--- config.mk ---
export PLATFORM = sky130hd
export DESIGN_NAME = qsys_basic_mod0_dac0
export DESIGN_NICKNAME = d
export VERILOG_FILES = /design/src/rtl/qsys_basic_mod0_dac0.sv
export SDC_FILE = /design/constraint.sdc
export NUM_CORES = 1
export LEC_CHECK = 0
export CORE_UTILIZATION = 59
export CTS_BUF_LIST = sky130_fd_sc_hd__clkbuf_4 sky130_fd_sc_hd__clkbuf_8
export DETAILED_ROUTE_END_ITERATION = 10
export PLACE_DENSITY = 0.84
export SLEW_MARGIN = 10
export SYNTH_ARGS = -nofsm -noshare
export SYNTH_HDL_FRONTEND = slang
export SYNTH_HIERARCHICAL = 1
export SYNTH_SLANG_ARGS = --single-unit
--- constraint.sdc ---
create_clock -name clk -period 4.85 [get_ports clk]
set_clock_uncertainty 0.1 [all_clocks]
set_input_delay 0.485 -clock clk [delete_from_list [all_inputs] [get_ports clk]]
set_output_delay 0.485 -clock clk [all_outputs]
set_load 0.005 [all_outputs]
--- src/rtl/qsys_basic_mod0_dac0.sv ---
// Avalon-MM sample port feeding a 16-bit MSB-first SPI DAC through a small FIFO.
// Latency: readdata 1 cycle; first frame starts 1 cycle after a write to an empty FIFO.
// Backpressure: none on Avalon; a push into a full FIFO is dropped and flagged as overflow.

module dac_fifo #(
    parameter int WIDTH = 12,
    parameter int DEPTH = 4
) (
    input  logic                     clk,
    input  logic                     reset_n,
    input  logic                     push_vld,
    input  logic [WIDTH-1:0]         push_dat,
    input  logic                     pop_rdy,
    output logic [WIDTH-1:0]         pop_dat,
    output logic                     full,
    output logic                     empty,
    output logic [$clog2(DEPTH):0]   level
);
    localparam int AW = $clog2(DEPTH);

    logic [WIDTH-1:0] mem [DEPTH];
    logic [AW-1:0]    wr_ptr;
    logic [AW-1:0]    rd_ptr;
    logic             do_push;
    logic             do_pop;

    assign full    = (level == (AW+1)'(DEPTH));
    assign empty   = (level == '0);
    // Fullness is judged before the same-cycle pop, so a push into a full FIFO always drops.
    assign do_push = push_vld && !full;
    assign do_pop  = pop_rdy && !empty;
    assign pop_dat = mem[rd_ptr];

    always_ff @(posedge clk) begin
        if (do_push) mem[wr_ptr] <= push_dat;
    end

    always_ff @(posedge clk or negedge reset_n) begin
        if (!reset_n) begin
            wr_ptr <= '0;
            rd_ptr <= '0;
            level  <= '0;
        end else begin
            if (do_push) wr_ptr <= wr_ptr + 1'b1;
            if (do_pop)  rd_ptr <= rd_ptr + 1'b1;
            case ({do_push, do_pop})
                2'b10:   level <= level + 1'b1;
                2'b01:   level <= level - 1'b1;
                default: level <= level;
            endcase
        end
    end
endmodule

// Avalon-MM slave that serializes queued 12-bit samples to an SPI DAC (mode 0).
// Latency: readdata registered, 1 cycle; writes complete in the presented cycle.
// Backpressure: none; overflow is sticky until cleared through STATUS bit 8.
module qsys_basic_mod0_dac0 #(
    parameter int         FIFO_DEPTH  = 4,
    parameter int         DEFAULT_DIV = 4,
    parameter logic [3:0] CMD_BITS    = 4'h3
) (
    input  logic        clk,
    input  logic        reset_n,
    input  logic [2:0]  address,
    input  logic        write,
    input  logic [31:0] writedata,
    input  logic        read,
    output logic [31:0] readdata,
    output logic        dac_cs_n,
    output logic        dac_sclk,
    output logic        dac_mosi
);
    localparam int LW = $clog2(FIFO_DEPTH) + 1;

    typedef enum logic [1:0] {IDLE, SHIFT, GAP} state_t;

    state_t      state, state_nxt;
    logic [11:0] last;
    logic        overflow;
    logic [7:0]  div;
    logic [7:0]  div_l;
    logic [7:0]  cnt;
    logic [3:0]  bit_idx;
    logic [15:0] sh;
    logic        pop;
    logic        half_done;

    logic        wr_data;
    logic        wr_stat;
    logic        wr_div;
    logic [11:0] fifo_dat;
    logic        fifo_full;
    logic        fifo_empty;
    logic [LW-1:0] fifo_level;
    logic [4:0]  lvl5;
    logic [3:0]  lvl4;
    logic [15:0] frame;
    logic        unused_sigs;

    assign wr_data     = write && (address == 3'd0);
    assign wr_stat     = write && (address == 3'd1);
    assign wr_div      = write && (address == 3'd2);
    assign frame       = {CMD_BITS, fifo_dat};
    assign lvl5        = 5'(fifo_level);
    assign lvl4        = lvl5[4] ? 4'hF : lvl5[3:0];
    assign half_done   = (cnt == div_l);
    assign unused_sigs = &{1'b0, read, writedata[31:12]};

    dac_fifo #(.WIDTH(12), .DEPTH(FIFO_DEPTH)) u_fifo (
        .clk      (clk),
        .reset_n  (reset_n),
        .push_vld (wr_data),
        .push_dat (writedata[11:0]),
        .pop_rdy  (pop),
        .pop_dat  (fifo_dat),
        .full     (fifo_full),
        .empty    (fifo_empty),
        .level    (fifo_level)
    );

    always_ff @(posedge clk or negedge reset_n) begin
        if (!reset_n) state <= IDLE;
        else          state <= state_nxt;
    end

    always_comb begin
        state_nxt = state;
        pop       = 1'b0;
        case (state)
            IDLE: begin
                if (!fifo_empty) begin
                    pop       = 1'b1;
                    state_nxt = SHIFT;
                end
            end
            SHIFT: begin
                if (half_done && dac_sclk && (bit_idx == 4'd15)) state_nxt = GAP;
            end
            GAP: begin
                if (half_done) state_nxt = IDLE;
            end
            default: state_nxt = IDLE;
        endcase
    end

    // dac_sclk doubles as the half-period phase: low half then high half per bit.
    always_ff @(posedge clk or negedge reset_n) begin
        if (!reset_n) begin
            dac_cs_n <= 1'b1;
            dac_sclk <= 1'b0;
            dac_mosi <= 1'b0;
            div_l    <= '0;
            cnt      <= '0;
            bit_idx  <= '0;
            sh       <= '0;
        end else begin
            case (state)
                IDLE: begin
                    cnt <= '0;
                    if (pop) begin
                        sh       <= {frame[14:0], 1'b0};
                        dac_mosi <= frame[15];
                        dac_cs_n <= 1'b0;
                        dac_sclk <= 1'b0;
                        div_l    <= div;
                        bit_idx  <= '0;
                    end
                end
                SHIFT: begin
                    if (half_done) begin
                        cnt      <= '0;
                        dac_sclk <= ~dac_sclk;
                        if (dac_sclk) begin
                            if (bit_idx == 4'd15) begin
                                dac_cs_n <= 1'b1;
                                dac_mosi <= 1'b0;
                            end else begin
                                bit_idx  <= bit_idx + 1'b1;
                                dac_mosi <= sh[15];
                                sh       <= {sh[14:0], 1'b0};
                            end
                        end
                    end else begin
                        cnt <= cnt + 1'b1;
                    end
                end
                GAP: begin
                    cnt <= cnt + 1'b1;
                end
                default: begin
                    cnt <= '0;
                end
            endcase
        end
    end

    always_ff @(posedge clk or negedge reset_n) begin
        if (!reset_n) begin
            last     <= '0;
            overflow <= 1'b0;
            div      <= 8'(DEFAULT_DIV);
        end else begin
            if (wr_data) last <= writedata[11:0];
            if (wr_div)  div  <= writedata[7:0];
            // Set takes priority over a same-cycle clear.
            if (wr_data && fifo_full)           overflow <= 1'b1;
            else if (wr_stat && writedata[8])   overflow <= 1'b0;
        end
    end

    always_ff @(posedge clk or negedge reset_n) begin
        if (!reset_n) begin
            readdata <= '0;
        end else begin
            case (address)
                3'd0:    readdata <= {20'b0, last};
                3'd1:    readdata <= {23'b0, overflow, lvl4, 1'b0, fifo_empty, fifo_full,
                                      (state != IDLE)};
                3'd2:    readdata <= {24'b0, div};
                default: readdata <= '0;
            endcase
        end
    end
endmodule

# Word level (Yosys, flattened, before mapping)
# Memories as Yosys holds them, arrays and structs flattened.
# Index checks and enable logic that the tools add are counted.
# W data, S select, Z words.
# op_classes
add_sub_neg	6
multipliers	0
div	0
magnitude_cmp	0
n_eq_ne	17
n_shift	0
n_mux	35
bitwise_logic	1
n_reduce_logical	24
# ops
operator	count
$mux W16	4
$pmux W12 S3	1
$pmux W16 S2	1
$mux W4	4
$pmux W8 S2	1
$mux W1	14
$ne A2 B2 Y1 const B	7
$reduce_and A5 Y1	2
$logic_and A1 B1 Y1	9
$add A8 B1 Y8 const B	1
$eq A8 B8 Y1	1
$mux W8	1
$pmux W4 S2	1
$reduce_bool A2 Y1	4
$logic_not A3 Y1	2
$mux W2	3
$pmux W1 S2	3
$pmux W2 S3	1
$pmux W3 S2	1
$reduce_and A3 Y1	2
$add A2 B1 Y2 const B	2
$add A4 B1 Y4 const B	1
$eq A2 B1 Y1 const B	2
$eq A2 B2 Y1 const B	2
12 further kinds	13
# word_totals
ff_bits	81
latch_bits	0
ramBits	48
mem_bits_ro	0
inputBits	39
out_inout_bits	35
elab_cells	99
memories	1
# memory_table
memory	words	width	rd	rd_clocked_by_memory_dff	wr	line_no	rtl
u_fifo.mem	4	12	1	0	1	21	logic [WIDTH-1:0] mem [DEPTH];

# Logic depth before layout (Yosys ltp)
# Gate-level depths: netlist (run 1).
# depth
word_depth	6
ltp_mapped	12

# By module
# The synthesis (run 1) kept the hierarchy.
# by_module_without_submodules
mod	instances	cells_per_inst	area_each_um2
qsys_basic_mod0_dac0	1	354	3823.7
dac_fifo	1	101	2187.1

# Worst setup path after synthesis (run 1)
# No wires, ideal clock.
# synth_timing
path_type	input to register
startpoint	in address[0]
endpoint	reg u_fifo.level[1]
arrival_time_ns	2.438
t_required_ns	4.667
slack_ns	2.229
path_stages	10
n_path_buf	2
path_cell_list	nor3_1 -> and2_1 -> clkbuf_1 -> buf_2 -> nor2b_2 -> inv_1 -> ha_1 -> inv_1 -> fa_1 -> o21ai_0
# synth_between
elab_chain_len	5
# synth_lines
element	line_no	rtl
start: declaration	65	input logic [2:0] address,
$logic_not A3 Y1 *	101	assign wr_data = write && (address == 3'd0);
$logic_and A1 B1 Y1 *	101	
via wr_data	89	logic wr_data;
$logic_and A1 B1 Y1 *	30	assign do_push = push_vld && !full;
$eq A2 B1 Y1 / $eq A2 B2 Y1 (equally long branches)	46	case ({do_push, do_pop})
$pmux W3 S2 / $reduce_bool A2 Y1 (equally long branches)	-	
end signal: assignment	47	2'b10: level <= level + 1'b1;
end signal: assignment	48	2'b01: level <= level - 1'b1;
end signal: assignment	49	default: level <= level;
end: declaration	17	output logic [$clog2(DEPTH):0] level
# Mark *: on every way through the listed nets, which the timed path passes. The rest lies on a longest branch.
# A chain may end at the register's enable or synchronous reset.

# Final worst setup path (run 1)
# layout_timing
startpoint	reg state[1]
endpoint	reg u_fifo.level[2]
# layout_between
elab_chain_len	5
# layout_lines
element	line_no	rtl
start: declaration	78	state_t state, state_nxt;
start signal: assignment	124	else state <= state_nxt;
$logic_not A2 Y1 *	130	case (state)
$mux W1 *	130	
via pop	86	logic pop;
$logic_and A1 B1 Y1 *	31	assign do_pop = pop_rdy && !empty;
via u_fifo.do_pop	25	logic do_pop;
$eq A2 B1 Y1 / $eq A2 B2 Y1 (equally long branches)	46	
$pmux W3 S2 / $reduce_bool A2 Y1 (equally long branches)	-	
# Marked as above.

==> impl_metrics.ini, run 1 <==
[status]
run_status = complete, no violations

[synth]
ys_seq_area_share_pct = 57.3
synthesis.area_per_instance_um2 = 13.2
ys_async_sr_fraction_pct = 62.5
post_synth_num_cell_types = 60
netlist.area_leader.share_pct = 32.5
synthesis.instances = 455
ys_ff_latch = 128
ys.warnings.count = 6
synth-edff-count = 48
synth_top_cells_by_area = sky130_fd_sc_hd__dfrtp_1 (32%), sky130_fd_sc_hd__edfxtp_1 (24%), sky130_fd_sc_hd__mux2_2 (4.5%)
synth_ff_type = sky130_fd_sc_hd__dfrtp_1
synth_area_leader_cell = sky130_fd_sc_hd__dfrtp_1
synth_area_mm2 = 0.00601

[sta]
slew_violations = 0
final_period_minus_worst_setup_slack_ps = 3140
setup_tns_ps = 0
layout_worst_path_cycle_share_pct = 64.7
rsz0062_at_grt = no
fmax_ghz = 0.319
finalHoldViolCount = 0
slack_of_the_critical_path_ps = 1710
worst-slew-pin-transition_ps = 965
max_slew_headroom_pct = 35.5
final-setup-viol-count = 0

[floorplan]
floorplan.initialDensity_pct = 61.2
io-pin-count = 74
placementRows = 36
die_y_um = 103
core_mm2 = 0.00982
chip_width_um = 103
die_area_mm2 = 0.0106

[cts]
max-clock-path-buffers = 2
clock_insertion_delay_worst_skew_ps = 430
h-tree-depth = 4
cts_root_cell = sky130_fd_sc_hd__clkbuf_8
numCtsBuffers = 17
cts_tree = built
clk_pin_slew_worst_paths_ps = 80
clkSinkCount = 128

[detailed_routing]
drt-wirelength-per-cell_um = 17.6
route.detailed.vias_per_inst = 5.66
postRouteAntennaNets = 0
firstDrtPassIters = 4
num_vias = 3612
drt_first_iter_violations = 214
post-route-drc-count = 0
routed_wl_mm = 11.2

[global_route]
grt_first_pass_wirelength_mm = 18.2
grt_max_degree = 58
grt_antenna_before_repair = 0
grt_pass1_vias = 3619
track_usage_pct = 23.6
grt_overflow_total = 0

[power_and_ir_drop]
ir_drop_uv = 322
leakagePower_uw = 0.00273
power.density_mw_per_mm2 = 534

[setup_path]
regToRegSetupSlack_ps = 1710
crit_top_cell = sky130_fd_sc_hd__inv_1
worst_r2r_endpoint = u_fifo/level[2]
worstSetupPathType = flop to flop
critical_path_arrival_ps = 3390
cpPeakStageDelay_ps = 620
critPathLaunchType = flop
worst-r2r-cell-count = 11
critical_path_slowest_stage_cell = sky130_fd_sc_hd__nor2_1
timing.critical_path.max_delay_family = adder cells
cp.required_ps = 5100
crit_chain = inv_1 -> ha_1 -> inv_1 -> nor2_1 -> o31a_1 -> ha_1 -> inv_1 -> fa_1 -> xor2_1 -> nor2_1 -> xor2_1
endpoint_kind = flop
crit_path_max_fanout = 9
cp.buffers_inverters = 3
cp.depth = 11
timing.rr.start = state[1]

[run]
cap_violations = 0

[placed_design]
dpl_worst_slack_ps = 1280
place_hpwl_mm = 7.49
place_inst = 605
finalWeightedCongestion = 0.803
placement.io_buffers = 32

[hold_path]
holdPathStages = 1
min-delay-start = last[9]
hp-class = flop to flop
whs_endpoint = last[9]

[final_layout]
insertedDiodeCount = 0
share_of_final_layout_standard_cells_stronger_than_drive_strength_1_pct = 21.8
final_cells = 638
flow.area_growth_from_synthesis_pct = 11.8
fin_nets = 543
cell type report:
class	count	area [um^2]
Clock inverter	12	118
Clock buffer	20	256
Fill cell	679	3100
Tap cell	133	166
Multi-Input combinational cell	286	2290
Sequential cell	128	3450
Timing Repair Buffer	37	358
Inverter	22	82.6
registers in the layout, summed over array words and instances (netlist names):
register and flops:
bit_idx 4, cnt 8, dac_cs_n 1, dac_mosi 1
dac_sclk 1, div 8, div_l 8, last 12
overflow 1, readdata 12, sh 15, state 2
u_fifo/level 3, u_fifo/mem 48, u_fifo/rd_ptr 2, u_fifo/wr_ptr 2
cells by family after synthesis:
| group | after synthesis | share of synthesized area (%) |
|---|---|---|
| other | 1 | 0.0624 |
| buffers and inverters | 60 | 5.68 |
| and+or+nand+nor | 102 | 9.47 |
| adders and majority gates | 12 | 2.62 |
| DFF | 128 | 57.3 |
| AOI/OAI and AO/OA | 79 | 8.97 |
| muxes | 53 | 12.3 |
| xor gates and xnor gates | 20 | 3.60 |
placed cells by master (no fill, tap or decap), types with 5 or more instances in the layout:
| master | count |
|---|---|
| sky130_fd_sc_hd__conb_1 | 20 |
| sky130_fd_sc_hd__xor2_1 | 8 |
| sky130_fd_sc_hd__inv_1 | 22 |
| sky130_fd_sc_hd__nand3_1 | 12 |
| sky130_fd_sc_hd__a21oi_1 | 38 |
| sky130_fd_sc_hd__o21ai_2 | 10 |
| sky130_fd_sc_hd__mux2_1 | 5 |
| sky130_fd_sc_hd__and2_1 | 9 |
| sky130_fd_sc_hd__nand3b_1 | 5 |
| sky130_fd_sc_hd__dfrtp_1 | 78 |
| sky130_fd_sc_hd__a21oi_2 | 10 |
| sky130_fd_sc_hd__xnor2_1 | 8 |
| sky130_fd_sc_hd__clkdlybuf4s50_1 | 31 |
| sky130_fd_sc_hd__nor3_1 | 5 |
| sky130_fd_sc_hd__mux2_2 | 24 |
| sky130_fd_sc_hd__nor2_1 | 38 |
| sky130_fd_sc_hd__mux4_2 | 8 |
| sky130_fd_sc_hd__edfxtp_1 | 48 |
| sky130_fd_sc_hd__buf_4 | 5 |
| sky130_fd_sc_hd__clkinv_2 | 6 |
| sky130_fd_sc_hd__mux2i_1 | 11 |
| sky130_fd_sc_hd__nand2_1 | 12 |
| sky130_fd_sc_hd__clkbuf_8 | 17 |
| sky130_fd_sc_hd__ha_1 | 11 |
repair_timing:
item,CTS,global route
buffers inserted,0,0
hold endpoints to repair,22,0
resized for setup,0,0
hold buffers,1,0
how the worst max path moves through the flow:
stage	end	start	slack [ps]
final	u_fifo/level[2]	state[1]	1710
after global routing	u_fifo/level[2]	state[1]	1500
after CTS	u_fifo/level[2]	address[1]	1740
after detailed placement	u_fifo/level[2]	address[1]	1280
after global placement	u_fifo/level[2]	address[1]	1320
after floorplan	u_fifo/level[1]	address[0]	2230
synth_stat cells (all sizes together) (2+ instances only):
master / instances
nand2: 12
edfxtp: 48
a21oi: 48
mux4: 12
or3: 2
buf: 32
o211ai: 2
nor2: 38
and2: 9
o221a: 2
nand3b: 5
nand4: 4
xnor2: 12
mux2i: 11
dfstp: 2
and4: 2
clkbuf: 6
nor4: 2
nand3: 12
o21ai: 16
mux2: 30
nor3: 7
and3: 4
nor2b: 2
ha: 11
a31oi: 2
xor2: 8
inv: 22
dfrtp: 78
report_power, final:
part	total [uW]	switching (uW)	internal, uW
Combinational	1180	638	544
Sequential	1540	220	1330
Clock	862	394	468
Total	3590	1250	2340
per-layer routing:
layer | GRT usage [%] | share of wire (%)
met1 | 30.2 | 42
met2 | 39.1 | 52
met3 | 5.22 | 4.7
met4 | 10.5 | 1.7
met5 | 0 | 0
per-stage QoR:
step	power (uW)	util, %	hold WS (ps)	cell area, um^2
after floorplan	2500	-	89.4	6080
after global placement	2660	64.5	315	6340
after detailed placement	2730	64.5	320	6340
after CTS	3600	68.5	385	6720
after global routing	3800	68.5	397	6720
final	3590	68.5	379	6720
No activity file was read; power rests on OpenSTA's default activity.
==> run 2: changes to the inputs <==
--- a/config.mk
+++ b/config.mk
@@ -5,10 +5,10 @@
 export SDC_FILE = /design/constraint.sdc
 export NUM_CORES = 1
 export LEC_CHECK = 0
-export CORE_UTILIZATION = 59
+export CORE_UTILIZATION = 52
 export CTS_BUF_LIST = sky130_fd_sc_hd__clkbuf_4 sky130_fd_sc_hd__clkbuf_8
 export DETAILED_ROUTE_END_ITERATION = 10
-export PLACE_DENSITY = 0.84
+export PLACE_DENSITY = 0.78
 export SLEW_MARGIN = 10
 export SYNTH_ARGS = -nofsm -noshare
 export SYNTH_HDL_FRONTEND = slang
==> constraint.sdc (replaced) <==
create_clock -name clk -period 2.7 [get_ports clk]
set_clock_uncertainty 0.1 [all_clocks]
set_input_delay 0.27 -clock clk [delete_from_list [all_inputs] [get_ports clk]]
set_output_delay 0.27 -clock clk [all_outputs]
set_load 0.005 [all_outputs]
==> run 2 against run 1 <==
  * Sequential power grew 77%
  * Flip-flop and latch count unchanged
  * Clock power grew 130%
  * Setup slack lost 1600 ps
  * Sequential share of layout area is 1.8 points lower
  * Die area grew 13%
  * Utilization is 5.2 points lower
  * Wire length shrank 1.6%
  * Cell count rose by 3.8%
  * Critical endpoint unchanged
  * Largest cell class unchanged
==> impl_metrics.ini, run 2 (synthesis gave the netlist of run 1 again) <==
[cts]
h-tree-depth = 4
clk_pin_slew_worst_paths_ps = 80
numCtsBuffers = 17
max-clock-path-buffers = 2
clock_insertion_delay_worst_skew_ps = 450
clkSinkCount = 128
post_cts_resize_count = 0
cts_tree = built
cts_root_cell = sky130_fd_sc_hd__clkbuf_8

[power_and_ir_drop]
ir_drop_uv = 558
leakagePower_uw = 0.00286
power.density_mw_per_mm2 = 1000

[sta]
final_period_minus_worst_setup_slack_ps = 2540
fmax_ghz = 0.393
setup_tns_ps = 0
final-setup-viol-count = 0
max_slew_headroom_pct = 33.5
slew_violations = 0
rsz0062_at_grt = no
layout_worst_path_cycle_share_pct = 94.2
finalHoldViolCount = 0
worst-slew-pin-transition_ps = 997

[final_layout]
largest_register_ffs = 48
fin_nets = 560
flow.area_growth_from_synthesis_pct = 16.0
fillerInstances = 783
multi_input_area_mm2 = 0.00229
regMostFlops = u_fifo/mem
seq_area_mm2 = 0.00345
reg.largest.list = u_fifo/mem (48), sh (15)
finish.instance_area_mm2 = 0.00697
layout.cells.most_common = sky130_fd_sc_hd__dfrtp_1
commonest_cells_after_routing_fill_and_taps_aside = sky130_fd_sc_hd__dfrtp_1 (78), sky130_fd_sc_hd__edfxtp_1 (48), sky130_fd_sc_hd__nor2_1 (38), sky130_fd_sc_hd__a21oi_1 (38), sky130_fd_sc_hd__clkdlybuf4s50_1 (31)
share_of_final_layout_standard_cells_stronger_than_drive_strength_1_pct = 24.3
insertedDiodeCount = 0

[status]
run_status = complete, no violations

[detailed_routing]
drt_first_iter_violations = 165
drt-wirelength-per-cell_um = 16.7
routed_wl_mm = 11.0
route.detailed.vias_per_inst = 5.49
num_vias = 3635
firstDrtPassIters = 4
post-route-drc-count = 0
postRouteAntennaNets = 0

[placed_design]
finalWeightedCongestion = 0.816
place_hpwl_mm = 7.42
placement.io_buffers = 32
detailed_place.area_mm2 = 0.00647

[floorplan]
io-pin-count = 74
core_mm2 = 0.0110
placementRows = 38
die_y_um = 110
floorplan.initialDensity_pct = 54.5
die_area_mm2 = 0.0120
chip_width_um = 110

[global_route]
grt_max_degree = 81
grt_antenna_before_repair = 0
track_usage_pct = 20.5
grt_overflow_total = 0
grt_pass1_vias = 3661
grt_first_pass_wirelength_mm = 18.0

[setup_path]
critical_path_arrival_ps = 2810
crit_chain = inv_1 -> ha_1 -> inv_1 -> nor2_1 -> o31a_1 -> ha_1 -> inv_1 -> fa_1 -> xor2_1 -> nor2_1 -> xor2_1
endpoint_kind = flop
cp.buffers_inverters = 3
critPathLaunchType = flop
worst_r2r_endpoint = u_fifo/level[2]
crit_top_cell = sky130_fd_sc_hd__inv_1
timing.rr.start = state[1]
cpPeakStageDelay_ps = 400
cp.required_ps = 2970
regToRegSetupSlack_ps = 160
critical_path_slowest_stage_cell = sky130_fd_sc_hd__dfrtp_1
timing.critical_path.max_delay_family = adder cells
worst-r2r-cell-count = 11
crit_path_max_fanout = 5
worstSetupPathType = flop to flop

[run]
cap_violations = 0

[hold_path]
hp-class = flop to flop
whs_endpoint = readdata[10]
min-delay-start = last[10]
holdPathStages = 1
## run 2: changes by cell type in the layout (fill, tap and decap cells not counted)
cell,previous run,this run
sky130_fd_sc_hd__clkinv_4,1,2
sky130_fd_sc_hd__clkinv_2,6,2
sky130_fd_sc_hd__buf_4,5,22
sky130_fd_sc_hd__bufinv_16,2,6
sky130_fd_sc_hd__clkbuf_4,3,1
sky130_fd_sc_hd__inv_4,3,0
sky130_fd_sc_hd__inv_6,0,2
sky130_fd_sc_hd__clkinvlp_4,0,1
sky130_fd_sc_hd__clkbuf_8,17,18
## run 2: cell type report
type / instances / area share [%]
Clock buffer: 19 / 3.66
Inverter: 22 / 1.18
Sequential cell: 128 / 49.4
Clock inverter: 13 / 3.34
Tap cell: 140 / 2.51
Multi-Input combinational cell: 286 / 32.9
Timing Repair Buffer: 54 / 6.96
## run 2: per-layer routing
| metal | vias up | share of wire [%] | global-route usage, % |
|---|---|---|---|
| met5 | - | 0 | 0 |
| met4 | 0 | 2.3 | 8.67 |
| met3 | 16 | 3.9 | 5.69 |
| met2 | 106 | 50 | 33.4 |
| met1 | 1807 | 44 | 25.8 |
| li1 | 1706 | - | - |
## run 2: what timing repair did
| action | CTS | global route |
|---|---|---|
| hold endpoints to repair | 78 | 0 |
| hold buffers | 1 | 0 |
| buffers inserted | 0 | 1 |
| endpoints found under the setup margin | 0 | 1 |
## run 2: how the worst max path moves through the flow
stage | startpoint | to | slack [ps] | cells past startpoint
4_1_cts | state[0] | u_fifo/level[2] | 110 | 11
2_1_floorplan | state[0] | u_fifo/level[2] | 110 | 11
6_report | state[1] | u_fifo/level[2] | 160 | 11
3_5_place_dp | state[0] | u_fifo/level[2] | 150 | 11
5_1_grt | state[0] | u_fifo/level[2] | 40 | 11
3_3_place_gp | state[0] | u_fifo/level[2] | 330 | 11
## run 2: through the flow
step	hold WS, ps	std cells	power [uW]	utilization (%)	setup WS, ps
global route	410	662	7350	63.2	39.6
floorplan	-126	474	4490	-	111
global placement	353	628	4870	58.6	326
detailed placement	365	628	5000	58.6	152
finish	377	662	6970	63.2	157
CTS	381	661	7000	63.1	111
## run 2: power breakdown
group          switching [uW]  total [uW]  internal (uW)
clock network             752        1980           1230
logic                    1190        2260           1070
registers                 354        2730           2380
